`src/rtl/softmax_pkg.sv`:
```
// Shared types and helpers for the softmax datapath: FSM state encodings,
// the most-negative-value constant builder and the beats-per-vector helper.
package softmax_pkg;

    typedef enum logic [1:0] {
        IDLE  = 2'd0,
        ACCUM = 2'd1,
        HOLD  = 2'd2
    } state_t;

    // Returned 64 bits wide; callers size-cast to their element width.
    function automatic logic [63:0] most_neg(input int unsigned width);
        logic [63:0] v;
        v = '1;
        v = v << (width - 1);
        return v;
    endfunction

    function automatic int unsigned beat_count(input int unsigned n, input int unsigned lanes);
        return (n + lanes - 1) / lanes;
    endfunction

endpackage

```
`src/rtl/max_lane_tree.sv`:
```
// Combinational pairwise signed-max tree across the lanes of one beat.
// MAX_REDUCE_ARGMAX_EN adds the winning lane index output.
module max_lane_tree
    import softmax_pkg::*;
#(
    parameter int DATA_SIZE = 32,
    parameter int LANES     = 4,
    localparam int LW       = (LANES > 1) ? $clog2(LANES) : 1
) (
    input  logic [LANES*DATA_SIZE-1:0] data_i,
    input  logic [LANES-1:0]           mask_i,
`ifdef MAX_REDUCE_ARGMAX_EN
    output logic [LW-1:0]              idx_o,
`endif
    output logic [DATA_SIZE-1:0]       max_o
);

    localparam int LEVELS = (LANES > 1) ? $clog2(LANES) : 0;
    localparam logic [DATA_SIZE-1:0] MOST_NEG = DATA_SIZE'(most_neg(DATA_SIZE));

    // Reduction is done in place; the array is doubled so 2*i+1 never leaves range.
    always_comb begin
        logic signed [DATA_SIZE-1:0] val [2*LANES];
`ifdef MAX_REDUCE_ARGMAX_EN
        logic [LW-1:0] id [2*LANES];
`endif
        int cnt;
        for (int i = 0; i < 2*LANES; i++) begin
            val[i] = MOST_NEG;
`ifdef MAX_REDUCE_ARGMAX_EN
            id[i] = '0;
`endif
        end
        for (int i = 0; i < LANES; i++) begin
            val[i] = mask_i[i] ? data_i[i*DATA_SIZE +: DATA_SIZE] : MOST_NEG;
`ifdef MAX_REDUCE_ARGMAX_EN
            id[i] = LW'(i);
`endif
        end
        cnt = LANES;
        for (int lvl = 0; lvl < LEVELS; lvl++) begin
            for (int i = 0; i < LANES; i++) begin
                if (2*i + 1 < cnt) begin
                    // Strict greater-than keeps the lower-index element on ties.
                    if (val[2*i+1] > val[2*i]) begin
                        val[i] = val[2*i+1];
`ifdef MAX_REDUCE_ARGMAX_EN
                        id[i] = id[2*i+1];
`endif
                    end else begin
                        val[i] = val[2*i];
`ifdef MAX_REDUCE_ARGMAX_EN
                        id[i] = id[2*i];
`endif
                    end
                end else if (2*i < cnt) begin
                    val[i] = val[2*i];
`ifdef MAX_REDUCE_ARGMAX_EN
                    id[i] = id[2*i];
`endif
                end
            end
            cnt = (cnt + 1) / 2;
        end
        max_o = val[0];
`ifdef MAX_REDUCE_ARGMAX_EN
        idx_o = id[0];
`endif
    end

endmodule

```
`src/rtl/max_reduce_stream.sv`:
```
// Multi-lane streaming signed-max reducer feeding the softmax exponent stage.
// Define MAX_REDUCE_ARGMAX_EN to add max_idx_o (element index of the maximum).
//
// state | meaning
// IDLE  | waiting for start_i
// ACCUM | accepting beats, folding each beat maximum into the accumulator
// HOLD  | result presented, waiting for max_ready_i
module max_reduce_stream
    import softmax_pkg::*;
#(
    parameter int DATA_SIZE = 32,
    parameter int NUM_DATA  = 10,
    parameter int LANES     = 4,
    localparam int IDX_W    = (NUM_DATA > 1) ? $clog2(NUM_DATA) : 1
) (
    input  logic                       clock_i,
    input  logic                       reset_n_i,
    input  logic                       start_i,
    input  logic                       valid_i,
    input  logic [LANES*DATA_SIZE-1:0] data_i,
    output logic                       ready_o,
    output logic [DATA_SIZE-1:0]       data_max_o,
    output logic                       max_valid_o,
    input  logic                       max_ready_i,
`ifdef MAX_REDUCE_ARGMAX_EN
    output logic [IDX_W-1:0]           max_idx_o,
`endif
    output logic                       busy_o
);

    localparam int BEATS = beat_count(NUM_DATA, LANES);
    localparam int CNT_W = (BEATS > 1) ? $clog2(BEATS) : 1;
    localparam int LW    = (LANES > 1) ? $clog2(LANES) : 1;
    localparam logic [CNT_W-1:0]     LAST_BEAT = CNT_W'(BEATS - 1);
    localparam logic [DATA_SIZE-1:0] MOST_NEG  = DATA_SIZE'(most_neg(DATA_SIZE));

    state_t                 state_q, state_d;
    logic [CNT_W-1:0]       cnt_q, cnt_d;
    logic [DATA_SIZE-1:0]   acc_q, acc_d;
    logic [LANES-1:0]       lane_mask;
    logic [DATA_SIZE-1:0]   beat_max;
`ifdef MAX_REDUCE_ARGMAX_EN
    logic [IDX_W-1:0]       idx_q, idx_d;
    logic [LW-1:0]          lane_idx;
`endif

    // Lanes past the end of the vector on the partial last beat never compete.
    always_comb begin
        lane_mask = '0;
        for (int k = 0; k < LANES; k++) begin
            lane_mask[k] = (int'(cnt_q) * LANES + k) < NUM_DATA;
        end
    end

    max_lane_tree #(
        .DATA_SIZE (DATA_SIZE),
        .LANES     (LANES)
    ) u_tree (
        .data_i (data_i),
        .mask_i (lane_mask),
`ifdef MAX_REDUCE_ARGMAX_EN
        .idx_o  (lane_idx),
`endif
        .max_o  (beat_max)
    );

    always_comb begin
        state_d = state_q;
        cnt_d   = cnt_q;
        acc_d   = acc_q;
`ifdef MAX_REDUCE_ARGMAX_EN
        idx_d   = idx_q;
`endif
        case (state_q)
            IDLE: begin
                if (start_i) begin
                    state_d = ACCUM;
                    cnt_d   = '0;
                    acc_d   = MOST_NEG;
`ifdef MAX_REDUCE_ARGMAX_EN
                    idx_d   = '0;
`endif
                end
            end
            ACCUM: begin
                if (valid_i) begin
                    // Earlier beats win ties, so only a strictly larger beat max replaces.
                    if ($signed(beat_max) > $signed(acc_q)) begin
                        acc_d = beat_max;
`ifdef MAX_REDUCE_ARGMAX_EN
                        idx_d = IDX_W'(int'(cnt_q) * LANES + int'(lane_idx));
`endif
                    end
                    cnt_d = cnt_q + CNT_W'(1);
                    if (cnt_q == LAST_BEAT) begin
                        state_d = HOLD;
                    end
                end
            end
            HOLD: begin
                if (max_ready_i) begin
                    state_d = IDLE;
                end
            end
            default: state_d = IDLE;
        endcase
    end

    always_ff @(posedge clock_i or negedge reset_n_i) begin
        if (!reset_n_i) begin
            state_q <= IDLE;
            cnt_q   <= '0;
            acc_q   <= MOST_NEG;
`ifdef MAX_REDUCE_ARGMAX_EN
            idx_q   <= '0;
`endif
        end else begin
            state_q <= state_d;
            cnt_q   <= cnt_d;
            acc_q   <= acc_d;
`ifdef MAX_REDUCE_ARGMAX_EN
            idx_q   <= idx_d;
`endif
        end
    end

    assign ready_o     = (state_q == ACCUM);
    assign busy_o      = (state_q != IDLE);
    assign max_valid_o = (state_q == HOLD);
    assign data_max_o  = max_valid_o ? acc_q : '0;
`ifdef MAX_REDUCE_ARGMAX_EN
    assign max_idx_o   = max_valid_o ? idx_q : '0;
`endif

endmodule
```
`config.mk`:
```
export PLATFORM = sky130hd
export DESIGN_NAME = max_reduce_stream
export DESIGN_NICKNAME = d
export VERILOG_FILES = /design/src/rtl/softmax_pkg.sv /design/src/rtl/max_lane_tree.sv /design/src/rtl/max_reduce_stream.sv
export SDC_FILE = /design/constraint.sdc
export NUM_CORES = 1
export LEC_CHECK = 0
export ABC_AREA = 0
export CAP_MARGIN = 0
export CORE_ASPECT_RATIO = 0.75
export CORE_MARGIN = 5
export CORE_UTILIZATION = 45
export CTS_CLUSTER_SIZE = 10
export DETAILED_ROUTE_END_ITERATION = 12
export PLACE_DENSITY_LB_ADDON = 0.08
export RECOVER_POWER = 25
export SYNTH_ARGS = -nofsm -noshare
export SYNTH_HDL_FRONTEND = slang
export SYNTH_HIERARCHICAL = 1
export SYNTH_SLANG_ARGS = --single-unit
```
`constraint.sdc`:
```
create_clock -name clock_i -period 8.2 [get_ports clock_i]
set_input_delay 2.05 -clock clock_i [delete_from_list [all_inputs] [get_ports clock_i]]
set_output_delay 2.05 -clock clock_i [all_outputs]
set_load 0.02 [all_outputs]
```
# Word-level counts from Yosys, hierarchy flattened
# Index checks and enable logic that the tools add are counted.
# totals
regBits	36
input_bits	133
output_inout_bits	35
wordCells	49
# classes
add_sub_neg	4
n_lt_le_gt_ge	8
n_eq_ne	8
mux	20
n_reduce_logical	6
# ops
cell	n
$mux 32	11
$gt 32x32->1	4
$pmux 32 s2	1
$lt 5x4->1 const B	3
$mux 2	6
$add 4x2->5 const B	2
$reduce_and 4->1	2
$ne 2x1->1 const B	3
$pmux 2 s3	1
$add 4x1->5 const B	1
$eq 2x2->1 const B	2
$lt 4x4->1 const B	1
$ne 2x2->1 const B	2
$pmux 2 s2	1
$reduce_bool 2->1	2
$reduce_and 3->1	1
$add 2x1->2 const B	1
$eq 2x1->1 const B	1
$logic_not 2->1	1

# Depth between registers and ports, before layout
# Gate-level depths: netlist (run 1).
# depth
depth_word	11
mapped_depth	34
ltp_nobuf	30

# Cells and area by module
# Netlist (run 1), hierarchy kept.
# by_module_without_submodules
module	instances	cells_each	area_per_inst_um2	seq_area_each_um2
max_lane_tree	1	639	4591.9	0.0
max_reduce_stream	1	250	2383.5	902.1

# Least setup slack after synthesis (run 1)
# Ideal clock, no wire load.
# synth_path
kind	input -> register
startpoint	input data_i[63]
endpoint	register acc_q[11]
setup_ns	0.121
arrival_ns	7.734
required_time_ns	8.079
slack_ns	0.345
path_stages	27
n_path_buf	3
cell_sequence	nand2b_1 > ha_1 > nand4_2 > nor4_4 > a21oi_4 > xnor2_1 > nor2_1 > clkbuf_1 > a21boi_1 > ha_1 > a21o_1 > a21o_1 > a21o_1 > a221oi_2 > a21oi_1 > a211oi_4 > buf_6 > a31oi_1 > a22oi_2 > ha_1 > a21oi_1 > nand2_1 > a221oi_1 > a31oi_1 > o32a_4 > buf_6 > a22o_1
# synth_between
elab_chain_len	8
word_cells_on_any_way	11
classes_between	order compare (3); eq/ne (1); mux (6); reduce/logical (1)
# synth_lines
item	line	text
start, declared	max_reduce_stream.sv:20	input logic [LANES*DATA_SIZE-1:0] data_i,
$mux 32 (*)	max_lane_tree.sv:35	val[i] = mask_i[i] ? data_i[i*DATA_SIZE +: DATA_SIZE] : MOST_NEG;
$gt 32x32->1	max_lane_tree.sv:45	if (val[2*i+1] > val[2*i]) begin
$mux 32 (*)	max_lane_tree.sv:45	
$gt 32x32->1	max_lane_tree.sv:45	
$mux 32 (*)	max_lane_tree.sv:45	
named net beat_max[30]	max_reduce_stream.sv:41	logic [DATA_SIZE-1:0] beat_max;
$gt 32x32->1 (*)	max_reduce_stream.sv:88	if ($signed(beat_max) > $signed(acc_q)) begin
$ne 2x1->1 (no line) (*)	-	
$reduce_and 4->1 (no line) (*)	-	
end signal, assigned	max_reduce_stream.sv:113	acc_q <= MOST_NEG;
end signal, assigned	max_reduce_stream.sv:120	acc_q <= acc_d;
end, declared	max_reduce_stream.sv:39	logic [DATA_SIZE-1:0] acc_q, acc_d;
# The timed path passes the listed nets; every way through them passes the cells marked *. The select of a mux whose other input is x is not followed.
# A chain may end at the register's enable or synchronous reset.

# Worst setup path after layout (run 1)
# layout_path
startpoint	input data_i[65]
endpoint	register acc_q[20]
# Same word-level chain as after synthesis.

==> results_dict.tcl, run 1 <==
set metrics [dict create \
    cap_violations 1 \
    io_buffers 167 \
    start_kind "input pin" \
    firstDrtPassIters 6 \
    clk_pin_slew_ns 0.07 \
    crit_type "in2reg" \
    synth_top_area_share_pct 23.3 \
    rsz0062_at_grt "yes" \
    hold_depth 1 \
    io_pins 168 \
    met2_usage_pct 36.0 \
    ys_warn_count 6 \
    drc 0 \
    num_vias 9461 \
    globalRouteOverflowTotal 0 \
    hpwlAfterDp_mm 20.4 \
    cts_tree "built" \
    netlist_instances 889 \
    rows 39 \
    nets 1612 \
    gp_congestion 0.910 \
    max_freq_mhz 117 \
    min_period_over_period_pct 104 \
    arrival_ns 8.70 \
    dpl_worst_slack_ns -1.25 \
    grt_max_degree 65 \
    clock-root-buffer "clkbuf_16" \
    placed_area_sq_um 10500 \
    setup_violations 32 \
    yosysUniqueCellTypes 59 \
    cp-end-kind "flip-flop" \
    async_reset_ff_share_pct 100 \
    drt-initial-drc-count 1191 \
    initial_core_util_pct 45.8 \
    rr_worst_depth 36 \
    required_ns 8.38 \
    hold_viol_final 0 \
    core_area_sq_um 15200 \
    synth_top_cell_by_area "ha_1" \
    final_area_sq_um 13500 \
    postCtsHoldBufs 0 \
    grt_first_pass_wirelength_mm 38.7 \
    routed_via_density 6.08 \
    clockBufferDepth 2 \
    synth_nets 1152 \
    worst_slew_pin_slew_ns 2.03 \
    setup_ws_ns -0.322 \
    synthTopCellsByArea "ha_1, dfrtp_1, nand2_1" \
    cts_sinks 36 \
    drt-wirelength-per-cell_um 23.1 \
    holdWs_ns 0.509 \
    status "finished, violations left" \
    wl_mm 36.0 \
    clk_latency_ns 0.29 \
    max_stage_delay_ns 0.45 \
    area_growth_pct 93.0 \
    htreeDepth 2 \
    cts_buffers 5 \
    synth_area_sq_um 6980 \
    cp_max_fo 9 \
    post-route-util_pct 88.4 \
    n_fill_cell 704 \
    syn_area_per_cell_sq_um 7.85 \
    die_w_um 154 \
    die-area_sq_um 18100 \
    skew_ns 0.0141 \
    crit_slowest_cell "o32a_4" \
    synthFlopType "dfrtp_1" \
    grt_pass1_vias 7432 \
    seq_area_frac_synth_pct 12.9 \
    grtUsageMet1_pct 42.4 \
    use_met3_pct 3.31 \
    antenna_found_initial 2 \
    min_period_ns 8.52 \
    die_h_um 118 \
    gr-max-usage-layer "met1" \
    finalMaxSlewViolations 37 \
    failed_checks "capacitance limit, slew limit, setup timing" \
    drive_gt1_share_pct 52.0 \
    drtAntennaViolNets 0 \
    hold_class "reg2reg" \
    synth_edf_count 0 \
    synth.ff_latch_count 36 \
    slew_headroom_pct -35.5 \
    gr-usage-all-layers_pct 25.9 \
]
## logic make-up after synthesis
family,synth area share (%)
flops,12.9
compound gates,29.7
simple gates,18.5
fa+ha+maj,23.3
buf+inv,9.54
mux,5.43
xor+xnor,0.520
## cells in the mapped netlist, types with 2 or more instances
master	instances
mux2_2	30
ha_1	130
buf_2	13
nor3_1	5
nor3_2	2
o21a_1	2
nand2b_1	3
nor2b_1	11
a21o_1	47
a22oi_1	4
and2_1	33
nand3_1	10
a21oi_1	50
and4_1	2
a21oi_2	2
nor2_1	39
o22ai_1	2
a22oi_2	28
clkbuf_1	21
mux2i_1	3
inv_1	107
a21boi_1	25
buf_6	8
o21ai_1	2
o21ai_0	18
a221oi_1	3
nor4_1	2
nand4_1	30
a22o_1	35
a21boi_0	6
nand2_1	116
a31oi_1	31
or3_1	2
o211ai_1	5
buf_4	4
dfrtp_1	35
## layer usage
metal | share of wire, % | vias to the layer above
met3 | 9.7 | 158
met5 | 0 | -
li1 | - | 4117
met1 | 42 | 4489
met4 | 4.8 | 0
met2 | 44 | 697
## what timing repair did
action	in CTS	in global routing
pin swaps	14	137
endpoints found under the setup margin	32	32
gates cloned	4	7
buffers inserted	8	90
gates resized for setup	35	444
## cell usage in the layout, fill, tap and decap left out, drive strengths merged, types with 32 or more instances in the layout
| master | n |
|---|---|
| buf | 323 |
| a21oi | 53 |
| ha | 130 |
| dlymetal6s2s | 114 |
| clkdlybuf4s50 | 38 |
| inv | 106 |
| a22o | 35 |
| a21o | 47 |
| and2 | 33 |
| dfrtp | 35 |
| nand2 | 116 |
| a22oi | 32 |
| nor2 | 39 |
## cell type report
cell class,instances,area [sq um],share of cell area (%)
Antenna cell,2,5.00,0.0372
Timing Repair Buffer,499,4750,35.3
Multi-Input combinational cell,700,7000,52.0
Tap cell,205,256,1.91
Sequential cell,36,902,6.70
Clock buffer,5,125,0.929
Clock inverter,3,18.8,0.139
Inverter,107,404,3.00
## state kept, by name (all words and copies together), names as in the netlist
signal   cells
acc_q       32
cnt_q        2
state_q      2
## final timing paths
check                                      from  slack, ns                    end
setup / recovery                     data_i[65]      -0.32  acc_q[20]$_DFFE_PN0P_
hold / removal             acc_q[1]$_DFFE_PN0P_       0.51   acc_q[1]$_DFFE_PN0P_
setup reg to reg           cnt_q[1]$_DFFE_PN0P_       0.10  acc_q[20]$_DFFE_PN0P_
hold reg to reg            acc_q[1]$_DFFE_PN0P_       0.51   acc_q[1]$_DFFE_PN0P_
max in group asynchronous             reset_n_i       4.15   acc_q[6]$_DFFE_PN0P_
min in group asynchronous             reset_n_i       2.88   cnt_q[0]$_DFFE_PN0P_
## worst max-delay path: cells and delay by family
family	cells	cell delay [ns]
AOI/OAI and AO/OA	11	2.36
buffers and inverters	9	1.28
and+or+nand+nor	11	1.85
adders and majority gates	3	0.76
muxes	1	0.37
## per-stage QoR
step                TNS [ns]  cells
global route          -11.69   1557
floorplan                  0    889
finish                 -8.71   1557
global placement      -35.60   1441
CTS                    -5.57   1461
detailed placement    -39.32   1441
Power of run 1 is left out: the tool's default activity adds up to more than one toggle a clock period on the data nets, which glitch-free logic cannot reach.
==> run 2: changes to the inputs <==
CORE_ASPECT_RATIO = 1.1   (was 0.75)
CORE_UTILIZATION = 40   (was 45)
==> run 2 against run 1 <==
Against the previous run:
- the run still ends with capacitance limit, slew limit, setup timing left
- setup slack better by 0.31 ns
- global-route usage is 3.1 points lower
- critical path depth unchanged
- cell count increased by 1.9%
- cell area shrank 0.47%
- utilization decreased by 10 points
- maximum frequency is 3.8% higher
- critical endpoint is now acc_q[13]$_DFFE_PN0P_
- largest cell class unchanged
==> results_dict.tcl, run 2 (synthesis results as in run 1) <==
set metrics [dict create \
    status "finished, violations left" \
    failed_checks "capacitance limit, slew limit, setup timing" \
    setup_ws_ns -0.0123 \
    cap_violations 1 \
    num_vias 8525 \
    critPathTopFamily "compound AO/OA/AOI/OAI gates" \
    htreeDepth 2 \
    required_ns 8.41 \
    drc 0 \
    cts_buffers 5 \
    hold_viol_final 0 \
    min_period_ns 8.21 \
    crit_type "in2reg" \
    max_stage_delay_ns 0.47 \
    rows 50 \
    clockBufferDepth 2 \
    area_growth_pct 92.1 \
    die_w_um 136 \
    clk_pin_slew_ns 0.06 \
    hold_class "reg2reg" \
    core_area_sq_um 17100 \
    globalRouteOverflowTotal 0 \
    top_register "acc_q" \
    postCtsHoldBufs 0 \
    clk_latency_ns 0.28 \
    nets 1612 \
    io_pins 168 \
    grt_max_degree 66 \
    layout_common_cells "buf_4, dlymetal6s2s_1, nand2_2" \
    holdWs_ns 0.504 \
    drt-initial-drc-count 340 \
    antenna_found_initial 1 \
    gr-usage-all-layers_pct 22.8 \
    hpwlAfterDp_mm 19.4 \
    initial_core_util_pct 40.8 \
    layout_commonest_cell "buf_4" \
    crit_buf_inv 11 \
    routed_via_density 5.38 \
    firstDrtPassIters 6 \
    grt_first_pass_wirelength_mm 37.3 \
    cts_tree "built" \
    io_buffers 167 \
    clock-root-buffer "clkbuf_16" \
    skew_ns 0.00631 \
    cp_max_fo 14 \
    gp_congestion 0.891 \
    setup_violations 21 \
    multiInputGateArea_sq_um 6940 \
    grt_pass1_vias 7635 \
    rsz0062_at_grt "yes" \
    dpl_worst_slack_ns -0.603 \
    wl_mm 29.0 \
    drtAntennaViolNets 0 \
    cp-end-kind "flip-flop" \
    die-area_sq_um 20200 \
    start_kind "input pin" \
    min_period_over_period_pct 100 \
    largest_reg_flops 32 \
    max_freq_mhz 122 \
    drive_gt1_share_pct 51.5 \
    cts_sinks 36 \
    drt-wirelength-per-cell_um 18.3 \
    slew_headroom_pct -36.8 \
    die_h_um 149 \
    finalMaxSlewViolations 37 \
    worst_slew_pin_slew_ns 2.05 \
    largestRegisters "acc_q: 32 flops, cnt_q: 2 flops, state_q: 2 flops" \
    crit_slowest_cell "clkdlybuf4s50_1" \
    register_area_sq_um 902 \
    arrival_ns 8.43 \
    n_fill_cell 1091 \
]
## run 2: cell types whose count changed in the layout (fill, tap and decap cells not counted), moves of 5 or more
cell / delta
a21boi_2: +10
buf_6: +9
clkbuf_16: -5
clkbuf_2: -7
dlymetal6s2s_1: +6
mux2_2: -5
mux2_4: +5
## run 2: final timing paths
check                           slack, ns  cells past startpoint                    end                   from
max in group asynchronous            4.11                      2  acc_q[27]$_DFFE_PN0P_              reset_n_i
worst min-delay path                 0.50                      1  acc_q[24]$_DFFE_PN0P_  acc_q[24]$_DFFE_PN0P_
worst min register to register       0.50                      1  acc_q[24]$_DFFE_PN0P_  acc_q[24]$_DFFE_PN0P_
worst max register to register       0.48                     39  acc_q[23]$_DFFE_PN0P_   cnt_q[1]$_DFFE_PN0P_
min in group asynchronous            2.91                      2   acc_q[1]$_DFFE_PN0P_              reset_n_i
worst max-delay path                -0.01                     35  acc_q[13]$_DFFE_PN0P_             data_i[98]
## run 2: per-layer routing
| metal | global-route usage [%] | vias up | routed length [um] |
|---|---|---|---|
| li1 | - | 4131 | - |
| met1 | 28.2 | 4080 | 11800 |
| met2 | 41.8 | 256 | 15100 |
| met3 | 2.20 | 58 | 1010 |
| met4 | 6.45 | 0 | 1060 |
| met5 | 0 | - | 0 |
## run 2: cell type report
class                      instances  share of cell area (%)
antenna                            2                  0.0374
tap                              234                    2.19
clock inverter                     1                  0.0374
clock buffer                       7                   0.990
sequential                        36                    6.73
inverter                         107                    3.00
timing repair buffer             499                    35.3
multi-input combinational        700                    51.8
## run 2: metrics by stage
step / util [%] / cells / cell area [sq um] / setup TNS [ns]
2_1_floorplan: - / 889 / 6980 / 0
3_3_place_gp: 61.6 / 1477 / 10500 / -16.96
3_5_place_dp: 61.6 / 1477 / 10500 / -18.36
4_1_cts: 64.0 / 1501 / 10900 / -6.03
5_1_grt: 78.4 / 1585 / 13400 / -10.22
6_report: 78.5 / 1586 / 13400 / -0.115
## run 2: repair_timing
action	CTS	global route
pin swaps	23	155
buffers inserted	12	84
setup endpoints to repair	32	32
gates resized for setup	28	459
cloned	4	2
Power of run 2 is left out for the same reason.
==> run 3: changes to the inputs <==
clock period = 9.6 ns   (was 8.2 ns; I/O delays follow)
==> run 3 against run 2 <==
Against the previous run:
- the flow finishes with violations (capacitance limit, slew limit)
- critical path depth shrank 4
- global-route usage shrank 1.9 points
- first-iteration DRC count grew 21%
- die area did not move
- worst hold slack about the same
- flip-flop and latch count stayed put
- count of clock-buffer cells in the layout grew 1
- via count shrank 18%
- critical endpoint is now acc_q[19]$_DFFE_PN0P_
- highest routed layer unchanged
==> results_dict.tcl, run 3 (synthesis results as in run 1) <==
set metrics [dict create \
    status "finished, violations left" \
    failed_checks "capacitance limit, slew limit" \
    grt_first_pass_wirelength_mm 34.0 \
    clk_latency_ns 0.28 \
    io_buffers 167 \
    n_fill_cell 1685 \
    min_period_ns 9.11 \
    arrival_ns 9.33 \
    firstDrtPassIters 6 \
    hpwlAfterDp_mm 17.9 \
    slew_headroom_pct -34.0 \
    multiInputGateArea_sq_um 5410 \
    gp_congestion 0.911 \
    dpl_worst_slack_ns -0.0762 \
    wl_mm 21.5 \
    top_register "acc_q" \
    cp-end-kind "flip-flop" \
    required_ns 9.82 \
    crit_type "in2reg" \
    max_stage_delay_ns 0.46 \
    num_vias 6970 \
    crit_slowest_cell "clkdlybuf4s50_1" \
    drc 0 \
    setup_violations 0 \
    setup_ws_ns 0.489 \
    drt-wirelength-per-cell_um 16.5 \
    io_pins 168 \
    num_antenna_cells 0 \
    register_area_sq_um 902 \
    critPathTopFamily "compound AO/OA/AOI/OAI gates" \
    routed_via_density 5.35 \
    cts_sinks 36 \
    hold_class "reg2reg" \
    clk_pin_slew_ns 0.05 \
    nets 1332 \
    crit_buf_inv 8 \
    globalRouteOverflowTotal 0 \
    layout_commonest_cell "clkdlybuf4s50_1" \
    largest_reg_flops 32 \
    die-area_sq_um 20200 \
    die_w_um 136 \
    timing.rr.start "cnt_q[1]$_DFFE_PN0P_" \
    holdPathEnd "acc_q[21]$_DFFE_PN0P_" \
    die_h_um 149 \
    r2r-end "acc_q[19]$_DFFE_PN0P_" \
    rr_worst_depth 30 \
    core_area_sq_um 17100 \
    finalMaxSlewViolations 37 \
    antenna_found_initial 0 \
    post-route-util_pct 54.2 \
    layout_common_cells "clkdlybuf4s50_1, ha_1, nand2_1" \
    clockBufferDepth 2 \
    rows 50 \
    hold_viol_final 0 \
    max_freq_mhz 110 \
    hold_depth 1 \
    postCtsHoldBufs 0 \
    cts_tree "built" \
    area_growth_pct 32.8 \
    largestRegisters "acc_q: 32 flops, cnt_q: 2 flops, state_q: 2 flops" \
    cts_buffers 5 \
    initial_core_util_pct 40.8 \
    cap_violations 1 \
    min_period_over_period_pct 94.9 \
    min_from "acc_q[21]$_DFFE_PN0P_" \
    start_kind "input pin" \
    rsz0062_at_grt "no" \
    drtAntennaViolNets 0 \
    grt_pass1_vias 6759 \
    worst_slew_pin_slew_ns 2.01 \
    grt_max_degree 65 \
    rrSetupSlack_ns 1.83 \
    drive_gt1_share_pct 12.3 \
    clock-root-buffer "clkbuf_16" \
    drt-initial-drc-count 410 \
    htreeDepth 2 \
    cts_resized 0 \
    cp_max_fo 32 \
    skew_ns 0.00415 \
    gr-usage-all-layers_pct 20.9 \
]
[run 3: cell count changes in the layout (fill, tap and decap cells not counted), moves of 67 or more]
cell and delta:
dlymetal6s2s_1 -120, clkdlybuf4s50_1 +127, nand2_1 +78, buf_4 -247, ha_4 -67, nand2_2 -78
ha_1 +68
[run 3: worst max path at each step]
stage           startpoint                    end  slack [ns]  depth (start not counted)
5_1_grt         data_i[39]   acc_q[1]$_DFFE_PN0P_        0.11                         31
2_1_floorplan   data_i[63]  acc_q[11]$_DFFE_PN0P_        1.39                         27
3_3_place_gp    data_i[85]   acc_q[7]$_DFFE_PN0P_       -0.01                         31
3_5_place_dp    data_i[39]   acc_q[5]$_DFFE_PN0P_       -0.08                         31
4_1_cts         data_i[39]   acc_q[5]$_DFFE_PN0P_        0.16                         31
6_report       data_i[121]  acc_q[19]$_DFFE_PN0P_        0.49                         31
[run 3: timing repair]
| item | CTS | global route |
|---|---|---|
| setup endpoints to repair | 0 | 32 |
| hold endpoints to repair | 0 | 0 |
| setup buffers | 0 | 5 |
[run 3: area by class of cell]
class | count | share of cell area, %
Inverter | 107 | 4.34
Timing Repair Buffer | 219 | 22.8
Clock buffer | 8 | 1.58
Tap cell | 234 | 3.16
Multi-Input combinational cell | 700 | 58.4
Sequential cell | 36 | 9.74
[run 3: layer usage]
layer  vias up  routed length, um  global-route usage (%)
li1       3562                  -                       -
met1      3183               9600                    27.2
met2       191              10100                    35.6
met3        34                974                    2.54
met4         0                810                    7.11
met5         -                  0                       0
[run 3: through the flow]
step                      cell area, sq um  hold WS, ns  cells  TNS, ns
after detailed placement              9080        0.491   1291   -0.941
after floorplan                       6980        0.473    889        0
after CTS                             9230        0.507   1299        0
final                                 9260        0.503   1304        0
after global routing                  9260        0.513   1304        0
after global placement                9080        0.488   1291   -0.105
[run 3: worst reg2reg max path: cells and delay by family, from the launching register on]
family / cells / cell delay (ns)
AO/OA/AOI/OAI: 11 / 2.71
XOR/XNOR: 1 / 0.13
adder cells (fa/ha/maj): 4 / 1.14
buffers and inverters: 5 / 1.03
flip-flops: 1 / 0.41
AND/OR/NAND/NOR: 9 / 2.29
Power of run 3 is left out for the same reason.
